===== config.mk =====
export PLATFORM = sky130hd
export DESIGN_NAME = uart_tx_fifo_feeder
export DESIGN_NICKNAME = d
export VERILOG_FILES = /design/src/rtl/uart_tx_fifo_feeder.sv
export SDC_FILE = /design/constraint.sdc
export NUM_CORES = 1
export LEC_CHECK = 0
export BUFFER_PORTS_ARGS = -buffer_cell sky130_fd_sc_hd__buf_2
export CAP_MARGIN = 20
export CORE_AREA = 2 2 112 114
export DETAILED_ROUTE_END_ITERATION = 7
export DIE_AREA = 0 0 114 116
export PLACE_DENSITY = 0.74
export SLEW_MARGIN = 25
export SYNTH_ARGS = -nofsm -noshare
export SYNTH_HDL_FRONTEND = slang
export SYNTH_SLANG_ARGS = --single-unit
export TNS_END_PERCENT = 5

===== constraint.sdc =====
create_clock -name clk -period 3.4 [get_ports clk]
set_input_delay 0.34 -clock clk [delete_from_list [all_inputs] [get_ports clk]]
set_output_delay 0.34 -clock clk [all_outputs]
set_load 0.02 [all_outputs]

===== src/rtl/uart_tx_fifo_feeder.sv =====
`default_nettype none
// ============================================================================
// Module   : uart_tx_fifo_feeder
// Brief    : Byte FIFO plus newd/donetx handshake feeding a UART transmitter.
//            Optional watchdog in WAIT_DONE is enabled with UART_TXF_TIMEOUT_EN.
// Revision : 1.0 - initial release
// ============================================================================
module uart_tx_fifo_feeder #(
  parameter int DEPTH       = 16,
  parameter int AW          = 4,
  parameter int NEWD_HOLD   = 16,
  parameter int TIMEOUT_CYC = 65535
) (
  input  logic          clk,
  input  logic          rst,
  input  logic          wr_en,
  input  logic [7:0]    wr_data,
  input  logic          ovf_clr,
  output logic          full,
  output logic          empty,
  output logic [AW:0]   count,
  output logic          overflow,
  output logic [7:0]    dintx,
  output logic          newd,
  input  logic          donetx,
  output logic          tx_timeout
);

  typedef enum logic [1:0] {
    IDLE      = 2'd0,
    LOAD      = 2'd1,
    SEND      = 2'd2,
    WAIT_DONE = 2'd3
  } state_t;

  state_t        state, state_n;
  logic [7:0]    mem [DEPTH];
  logic [AW-1:0] wptr, rptr;
  logic [AW:0]   count_n;
  logic [7:0]    hold, hold_n;
  logic          sync1, sync2, sync3;
  logic          done_rise;
  logic          pop, push;

  assign done_rise = sync2 & ~sync3;
  // A pop frees a slot in the same cycle, so a write while full is still taken.
  assign push      = wr_en & (~full | pop);
  assign count_n   = count + (AW+1)'(push) - (AW+1)'(pop);

  always_ff @(posedge clk or negedge rst) begin
    if (!rst) begin
      sync1 <= 1'b0;
      sync2 <= 1'b0;
      sync3 <= 1'b0;
    end else begin
      sync1 <= donetx;
      sync2 <= sync1;
      sync3 <= sync2;
    end
  end

  always_ff @(posedge clk) begin
    if (push) begin
      mem[wptr] <= wr_data;
    end
  end

  always_ff @(posedge clk or negedge rst) begin
    if (!rst) begin
      wptr     <= '0;
      rptr     <= '0;
      count    <= '0;
      full     <= 1'b0;
      empty    <= 1'b1;
      overflow <= 1'b0;
    end else begin
      if (push) wptr <= wptr + 1'b1;
      if (pop)  rptr <= rptr + 1'b1;
      count <= count_n;
      full  <= (count_n == (AW+1)'(DEPTH));
      empty <= (count_n == '0);
      if (wr_en && full && !pop) begin
        overflow <= 1'b1;
      end else if (ovf_clr) begin
        overflow <= 1'b0;
      end
    end
  end

`ifdef UART_TXF_TIMEOUT_EN
  localparam int WW = $clog2(TIMEOUT_CYC + 1);

  logic [WW-1:0] wdog, wdog_n;
  logic          timeout_n;
`else
  localparam int unused_timeout_cyc = TIMEOUT_CYC;

  assign tx_timeout = 1'b0;
`endif

  always_comb begin
    state_n = state;
    pop     = 1'b0;
    hold_n  = hold;
`ifdef UART_TXF_TIMEOUT_EN
    timeout_n = 1'b0;
    wdog_n    = (state == WAIT_DONE) ? wdog + 1'b1 : '0;
`endif
    case (state)
      IDLE: begin
        if (!empty) state_n = LOAD;
      end
      LOAD: begin
        pop     = 1'b1;
        hold_n  = '0;
        state_n = SEND;
      end
      SEND: begin
        if (hold == 8'(NEWD_HOLD - 1)) begin
          hold_n  = '0;
          state_n = WAIT_DONE;
        end else begin
          hold_n = hold + 1'b1;
        end
      end
      WAIT_DONE: begin
        if (done_rise) begin
          state_n = IDLE;
        end
`ifdef UART_TXF_TIMEOUT_EN
        else if (wdog == WW'(TIMEOUT_CYC - 1)) begin
          state_n   = IDLE;
          timeout_n = 1'b1;
        end
`endif
      end
      default: state_n = IDLE;
    endcase
  end

  always_ff @(posedge clk or negedge rst) begin
    if (!rst) begin
      state <= IDLE;
      hold  <= '0;
      newd  <= 1'b0;
      dintx <= 8'h00;
    end else begin
      state <= state_n;
      hold  <= hold_n;
      newd  <= (state_n == SEND);
      if (pop) dintx <= mem[rptr];
    end
  end

`ifdef UART_TXF_TIMEOUT_EN
  always_ff @(posedge clk or negedge rst) begin
    if (!rst) begin
      wdog       <= '0;
      tx_timeout <= 1'b0;
    end else begin
      wdog       <= wdog_n;
      tx_timeout <= timeout_n;
    end
  end
`endif

endmodule
`default_nettype wire


# == After elaboration in Yosys (flattened, before gate mapping) ==
# Memories as Yosys holds them, arrays and structs flattened. A register that Yosys moved wholly into a read port is not among the register bits.
# Index checks and enable logic that the tools add are counted.
# op_classes
n_addsub,5
n_eq_ne,6
n_mux,11
n_bitwise,5
n_reduce_logical,8
# op_table
cell,n
$pmux 8 s2,1
$add 4x1->4 const B,2
$add 8x1->8 const B,1
$eq 8x4->1 const B,1
$mux 8,1
$pmux 2 s4,1
$eq 2x2->1 const B,3
$mux 2,3
$add 5x1->5,1
$eq 5x5->1 const B,1
$logic_not 5->1,1
$mux 1,5
$sub 5x1->5,1
$reduce_bool 2->1,2
$and 1x1->1,2
$eq 2x1->1 const B,1
$logic_and 1x1->1,2
$logic_not 1->1,2
$logic_not 2->1,1
$not 1->1,2
$or 1x1->1,1
# totals
register_bits,30
ramBits,128
inputBits,13
output_inout_bits,18
wordCells,48
n_memories,1
# mem_list
name,words,word_bits,rd,rd_clocked_by_memory_dff,write_ports,line_no,text
mem,16,8,1,1,1,37,logic [7:0] mem [DEPTH];

# == Longest topological paths before layout ==
# Gate-level depths: netlist of run 1.
# depth
ltp_word,7
ltp_mapped,15
depth_no_buf,14

# == Worst setup path before layout of run 1 ==
# OpenSTA, ideal clock, no wires.
# synth_path
path_kind,register to register
start,reg state[1]
end,reg full
setup_time_ps,101
t_arrival_ps,2741
t_required_ps,3299
path_slack_ps,558
stages_incl_launch_ff,16
n_path_buf,1
period_less_slack_ps,2842
cell_sequence,dfrtp_1 inv_1 ha_1 nand2b_1 and2_1 buf_2 inv_1 ha_1 inv_1 ha_1 inv_1 fa_1 nor2b_1 o21ai_0 and3_1 nor4_1
# synth_via
elab_chain_len,7
# synth_lines
element,line_no,text
from (decl),36,"state_t state, state_n;"
from (signal assigned),148,state <= state_n;
$eq 2x1->1 *,109,case (state)
$mux 1 *,109,
$or 1x1->1,47,assign push = wr_en & (~full | pop);
$and 1x1->1,47,
$add 5x1->5,48,assign count_n = count + (AW+1)'(push) - (AW+1)'(pop);
$sub 5x1->5 *,48,
$eq 5x5->1 *,80,full <= (count_n == (AW+1)'(DEPTH));
to (signal assigned),80,
to (decl),19,"output logic full,"
# Every way passes the cells marked *; elsewhere a longest branch is shown, timed or not.
# A chain may end at the register's enable or synchronous reset.

# == Worst setup path after layout of run 1 ==
# layout_path
start,reg state[1]
end,reg empty
# layout_via
elab_chain_len,7
# layout_lines
element,line_no,text
$eq 2x1->1 *,109,
$mux 1 *,109,
$or 1x1->1,47,
$and 1x1->1,47,
$add 5x1->5,48,
$sub 5x1->5 *,48,
net count_n[1],39,logic [AW:0] count_n;
$logic_not 5->1 *,81,empty <= (count_n == '0);
to (signal assigned),81,
to (decl),20,"output logic empty,"
# Mark *: on every way through the listed nets, which the timed path passes. The rest lies on a longest branch.

==> results of run 1 <==
through the flow:
step | util, % | setup slack, ns
2_1_floorplan | - | 0.5580
3_3_place_gp | 59.81 | 0.6038
3_5_place_dp | 59.81 | 0.4831
4_1_cts | 64.56 | 0.4530
5_1_grt | 64.56 | 0.2096
6_report | 64.56 | 0.4503
registers in the layout, summed over array words and instances, names as in the netlist:
signal    count
count         5
newd          1
rptr          4
dintx         8
sync3         1
sync2         1
sync1         1
mem         128
wptr          4
empty         1
state         2
overflow      1
hold          8
full          1
power by group:
| part | internal, mW | switching (mW) |
|---|---|---|
| Combinational | 0.914 | 1.04 |
| Sequential | 2.51 | 0.317 |
| Clock | 1.08 | 0.739 |
| Total | 4.51 | 2.10 |
worst register-to-register path, stage by stage (launching register included):
cell,delay [ns]
dfrtp_1,0.39
inv_1,0.09
ha_1,0.19
nand2b_1,0.16
and2_1,0.17
inv_1,0.15
ha_1,0.26
inv_1,0.06
ha_1,0.15
inv_1,0.05
fa_1,0.48
inv_1,0.05
or3_1,0.40
nor4_1,0.24
worst min-delay path by stage:
stage | startpoint | to | slack, ns | cells past startpoint
2_1_floorplan | rst | count[0] | 0.04 | 0
3_3_place_gp | sync1 | sync2 | 0.34 | 0
3_5_place_dp | sync1 | sync2 | 0.33 | 0
4_1_cts | donetx | sync1 | 0.01 | 1
5_1_grt | donetx | sync1 | 0.01 | 1
6_report | donetx | sync1 | 0.03 | 1
cells by family after synthesis:
family	Yosys count
xor gates and xnor gates	11
other	1
AOI/OAI and AO/OA	47
buffers and inverters	41
and+or+nand+nor	64
muxes	42
adders and majority gates	16
DFF	166
per-layer routing:
| layer | up-vias | GRT usage [%] |
|---|---|---|
| met5 | - | 0 |
| met4 | 0 | 6.667 |
| met3 | 17 | 4.916 |
| met2 | 97 | 33.41 |
| met1 | 1759 | 26.64 |
| li1 | 1597 | - |
Yosys cell counts (all sizes together), types with 2 or more instances:
library cell  count  area [um2]
edfxtp          128        3844
dfrtp            37       925.9
mux4             32       769.5
inv              22       82.58
o22ai            17       106.4
ha               15       187.7
a21oi            13       65.06
nand2            13       48.80
buf              11       77.56
mux2              9       101.4
nor2              9       33.78
xnor2             9       78.83
clkbuf            8       30.03
nor4              8       50.05
o21ai             7       35.03
and2              6       37.54
nor3              6       30.03
nand2b            5       31.28
nand3             5       25.02
nor2b             4       25.02
nand4             2       12.51
nor3b             2       15.01
o2bb2ai           2       17.52
xor2              2       17.52
cell type report:
type | count | area, um2 | share of cell area [%]
clock buffer | 20 | 436.7 | 5.678
clock inverter | 12 | 128.9 | 1.676
inverter | 22 | 82.58 | 1.074
multi-input combinational | 181 | 1818 | 23.64
sequential | 166 | 4797 | 62.38
tap | 147 | 183.9 | 2.392
timing repair buffer | 42 | 242.7 | 3.157
==> impl_metrics.csv, run 1 <==
group,metric,value,unit
cells_and_area,final_cells,590,
global_route,grtUsageTotal,20.14,%
sta,drv_slew,0,
die,row_count,40,
worst_setup_path,crit_required,3.70,ns
global_route,grt_overflow_total,0,
worst_setup_path,path_cells,"inv_1 -> ha_1 -> nand2b_1 -> and2_1 -> inv_1 -> ha_1 -> inv_1 -> ha_1 -> inv_1 -> fa_1 -> inv_1 -> or3_1 -> nor4_1",
routing,drc,0,
sta,fin_hold_ws,0.03015,ns
worst_setup_path,worstSetupStartpointType,"register",
worst_setup_path,crit_path_end,"empty",
worst_setup_path,reg2reg_slack,0.45,ns
sta,fmax,0.3390,GHz
global_route,grt_pass1_wl,19270,um
routing,drtIter0Drc,394,
cts,clkTransAtPathRegs,0.06,ns
global_route,antenna_found_initial,0,
sta,skew,0.01402,ns
synth,ys_types,44,
routing,routed.top_layer,"met4",
worst_setup_path,cp_slowest_cell,"fa_1",
worst_setup_path,cp.depth,13,
power_and_ir_drop,p_per_area,858.6,nW/um2
synth,synth-simple-area-share,4.965,%
routing,wl,12190,um
die,core,11910,um2
place,dp_hpwl,7799,um
routing,dr_total_vias,3470,
sta,hold_violations,0,
worst_setup_path,path_max_fanout,6,
synth,synth_top_family_by_area,"multiplexers",
cts,insertion_delay,0.42,ns
power_and_ir_drop,power,6.603,mW
cells_and_area,drive_gt1_share,23.02,%
cts,cts_setup_buffers,0,
place,gp_congestion,0.8239,
cells_and_area,finalNetCount,459,
power_and_ir_drop,vdd_ir_drop_max,0.0005554,V
synth,synth_xor_area_share,1.416,%
sta,period_share,86.76,%
synth,synthFlopType,"edfxtp_1",
cells_and_area,final_common_cell,"edfxtp_1",
sta,period_minus_slack,2.950,ns
synth,yosys_warnings,0,
place,place_area,7124,um2
worst_setup_path,slowest_delay,0.48,ns
sta,rsz0062_at_grt,"false",
synth,synth_compound_area_share,4.285,%
routing,drtPass1Iterations,5,
status,status,"finished clean",
place,dp_cells,558,
cts,cts_num_sinks,166,
routing,routed_via_density,5.881,
cts,ctsHoldBuffers,0,
die,io_pins,31,
sta,slew-limit-headroom,40.71,%
hold_path,holdCritPathClass,"in -> reg",
synth,syn_avg_cell_area,17.54,um2
die,die_h,116,um
global_route,grt_max_degree,39,
routing,dr_wl_met3,533,um
synth,synth-adder-area-share,3.053,%
routing,wl_met2,6121,um
synth,syn_inst,388,
routing,wl_met1,5323,um
cts,clk_path_buf_depth,2,
cts,cts_tree,"done",
synth,muxShareOfSynthArea,12.95,%
worst_setup_path,worstSetupPathType,"reg -> reg",
place,port_buffers,29,
job,maxCapViolations,0,
sta,tightestPinTransition,0.8861,ns
synth,synth_edf_count,128,
synth,ys_ff_latch,166,
cts,h-tree-depth,4,
worst_setup_path,cp.arrival,3.25,ns
worst_setup_path,path_delay_family,"adder cells",
power_and_ir_drop,leakagePower,2.781,nW
cells_and_area,area_growth,13.02,%
synth,syn_area,6804,um2
worst_setup_path,worstReg2RegStart,"state[1]",
worst_setup_path,r2r_cells,13,
cells_and_area,nFillCells,825,
cells_and_area,finish.instance_area,7690,um2
cells_and_area,final_cell_mix,"edfxtp_1 (128), dfrtp_1 (36), buf_2 (29)",
sta,setup_tns,0,ns
die,start_util,57.12,%
routing,routedWlPerCell,20.66,um
routing,antenna_left,0,
worst_setup_path,crit_path_end_kind,"register",
cts,cts_resized,0,
die,fp.dieW,114,um
synth,syn-num-nets,417,
global_route,first_global_vias,3620,
synth,async_flop_share,22.89,%
sta,setup_viol,0,
worst_setup_path,path_buf_inv,5,
cells_and_area,diodes,0,
worst_setup_path,cp_common_cell,"inv_1",
worst_setup_path,cp-startpoint,"state[1]",
synth,ys_seq_area_share,70.49,%
cts,root_buffer,"clkbuf_16",
cts,cts_made_buffers,17,
die,die-area,13220,um2
worst_setup_path,worstReg2RegEnd,"empty",
No activity file was read; power rests on OpenSTA's default activity.
==> run 2: changes to the inputs <==
--- a/config.mk
+++ b/config.mk
@@ -5,12 +5,13 @@
 export SDC_FILE = /design/constraint.sdc
 export NUM_CORES = 1
 export LEC_CHECK = 0
+export ABC_CLOCK_PERIOD_IN_PS = 3400
 export BUFFER_PORTS_ARGS = -buffer_cell sky130_fd_sc_hd__buf_2
 export CAP_MARGIN = 20
 export CORE_AREA = 2 2 112 114
 export DETAILED_ROUTE_END_ITERATION = 7
 export DIE_AREA = 0 0 114 116
-export PLACE_DENSITY = 0.74
+export PLACE_DENSITY = 0.76
 export SLEW_MARGIN = 25
 export SYNTH_ARGS = -nofsm -noshare
 export SYNTH_HDL_FRONTEND = slang
==> impl_metrics.csv, run 2 (synthesis gave the netlist of run 1 again) <==
group,metric,value,unit
status,status,"finished clean",
power_and_ir_drop,vdd_ir_drop_max,0.0005819,V
sta,slew-limit-headroom,37.44,%
die,start_util,57.12,%
global_route,grt_pass1_wl,19630,um
cells_and_area,finalNetCount,458,
power_and_ir_drop,p_per_area,866.9,nW/um2
worst_setup_path,crit_required,3.71,ns
routing,antenna_left,0,
hold_path,holdCritPathClass,"in -> reg",
worst_setup_path,cp.arrival,3.31,ns
routing,drtPass1Iterations,4,
routing,dr_total_vias,3486,
global_route,grtUsageTotal,20.76,%
worst_setup_path,path_max_fanout,6,
cts,cts_made_buffers,17,
sta,skew,0.005420,ns
sta,period_share,88.36,%
cells_and_area,final_cell_mix,"edfxtp_1 (128), dfrtp_1 (36), buf_2 (29)",
cells_and_area,reg_top3,"mem (128), dintx (8), hold (8)",
routing,routed_via_density,5.919,
cts,root_buffer,"clkbuf_16",
die,io_pins,31,
routing,drc,0,
power_and_ir_drop,leakagePower,2.778,nW
cells_and_area,final_common_cell,"edfxtp_1",
cells_and_area,finish.instance_area,7707,um2
die,fp.dieW,114,um
sta,setup_tns,0,ns
cells_and_area,diodes,0,
die,core,11910,um2
routing,routedWlPerCell,21.60,um
cells_and_area,largest_register_ffs,128,
sta,fmax,0.3329,GHz
worst_setup_path,reg2reg_slack,0.40,ns
worst_setup_path,worstSetupStartpointType,"register",
worst_setup_path,worstSetupPathType,"reg -> reg",
place,place_area,7129,um2
sta,setup_viol,0,
routing,wl,12720,um
routing,drtIter0Drc,482,
sta,period_minus_slack,3.004,ns
die,row_count,40,
cts,cts_resized,0,
cts,cts_tree,"done",
die,die-area,13220,um2
worst_setup_path,crit_path_end_kind,"register",
sta,hold_violations,0,
global_route,antenna_found_initial,0,
die,die_h,116,um
sta,rsz0062_at_grt,"false",
place,port_buffers,29,
global_route,grt_overflow_total,0,
sta,drv_slew,0,
cells_and_area,area_growth,13.28,%
cts,h-tree-depth,4,
global_route,grt_max_degree,39,
cells_and_area,largest_register,"mem",
cts,cts_setup_buffers,0,
cts,clkTransAtPathRegs,0.06,ns
cts,cts_num_sinks,166,
cells_and_area,drive_gt1_share,23.08,%
cts,ctsHoldBuffers,0,
job,maxCapViolations,0,
cts,clk_path_buf_depth,2,
global_route,first_global_vias,3540,
place,gp_congestion,0.8423,
cts,insertion_delay,0.42,ns
place,dp_hpwl,7911,um
sta,tightestPinTransition,0.9349,ns
## run 2: cell count changes in the layout (fill, tap and decap cells not counted), sizes merged
cell | previous run | this run
buf | 42 | 41
clkbuf | 20 | 24
clkinv | 7 | 3
clkinvlp | 1 | 2
inv | 24 | 23
## run 2: where the power goes
part           leakage [nW]  switching, mW  internal [mW]  total (mW)
clock network         0.276          0.720           1.14        1.86
registers              1.62          0.337           2.51        2.85
logic                 0.886           1.06          0.919        1.98
## run 2: worst paths after layout
path,end,from,depth (start not counted)
min in group asynchronous,sync1,rst,1
hold reg to reg,sync2,sync1,0
setup / recovery,empty,state[1],14
max in group asynchronous,rptr[0],rst,1
setup reg to reg,empty,state[1],14
hold / removal,sync1,donetx,1
## run 2: per-layer routing
layer | part of all wire [%] | global-route usage [%] | vias up | wire [um]
met5 | 0 | 0 | - | 0
met4 | 2.4 | 9.593 | 0 | 311
met3 | 5.8 | 5.387 | 24 | 738
met2 | 50 | 33.13 | 124 | 6390
met1 | 42 | 27.21 | 1744 | 5280
li1 | - | - | 1594 | -
## run 2: final cells by class
class / instances / area, um2
Timing Repair Buffer: 41 / 235.2
Clock buffer: 24 / 481.7
Tap cell: 147 / 183.9
Clock inverter: 8 / 96.34
Sequential cell: 166 / 4797
Fill cell: 805 / 4204
Multi-Input combinational cell: 181 / 1831
Inverter: 22 / 82.58
## run 2: through the flow
stage / total power, mW / worst slack [ns] / util (%) / hold slack (ns) / instances
after global routing: 7.016 / 0.09057 / 64.71 / 0.007272 / 589
final: 6.682 / 0.3959 / 64.71 / 0.02831 / 589
after global placement: 4.754 / 0.5718 / 59.85 / 0.3486 / 557
after detailed placement: 4.844 / 0.4503 / 59.85 / 0.3397 / 557
after floorplan: 4.298 / 0.5580 / - / 0.04441 / 388
after CTS: 6.708 / 0.4080 / 64.71 / 0.01898 / 589
## run 2: critical path, cell delays in order (launching register included)
cell	delay (ns)
dfrtp_1	0.39
inv_1	0.08
ha_1	0.20
nand2b_1	0.16
and2_1	0.17
inv_1	0.18
ha_1	0.26
inv_1	0.07
ha_1	0.17
inv_1	0.06
fa_1	0.40
nor2b_1	0.12
o21ai_0	0.14
nor3b_1	0.18
nor4_1	0.32
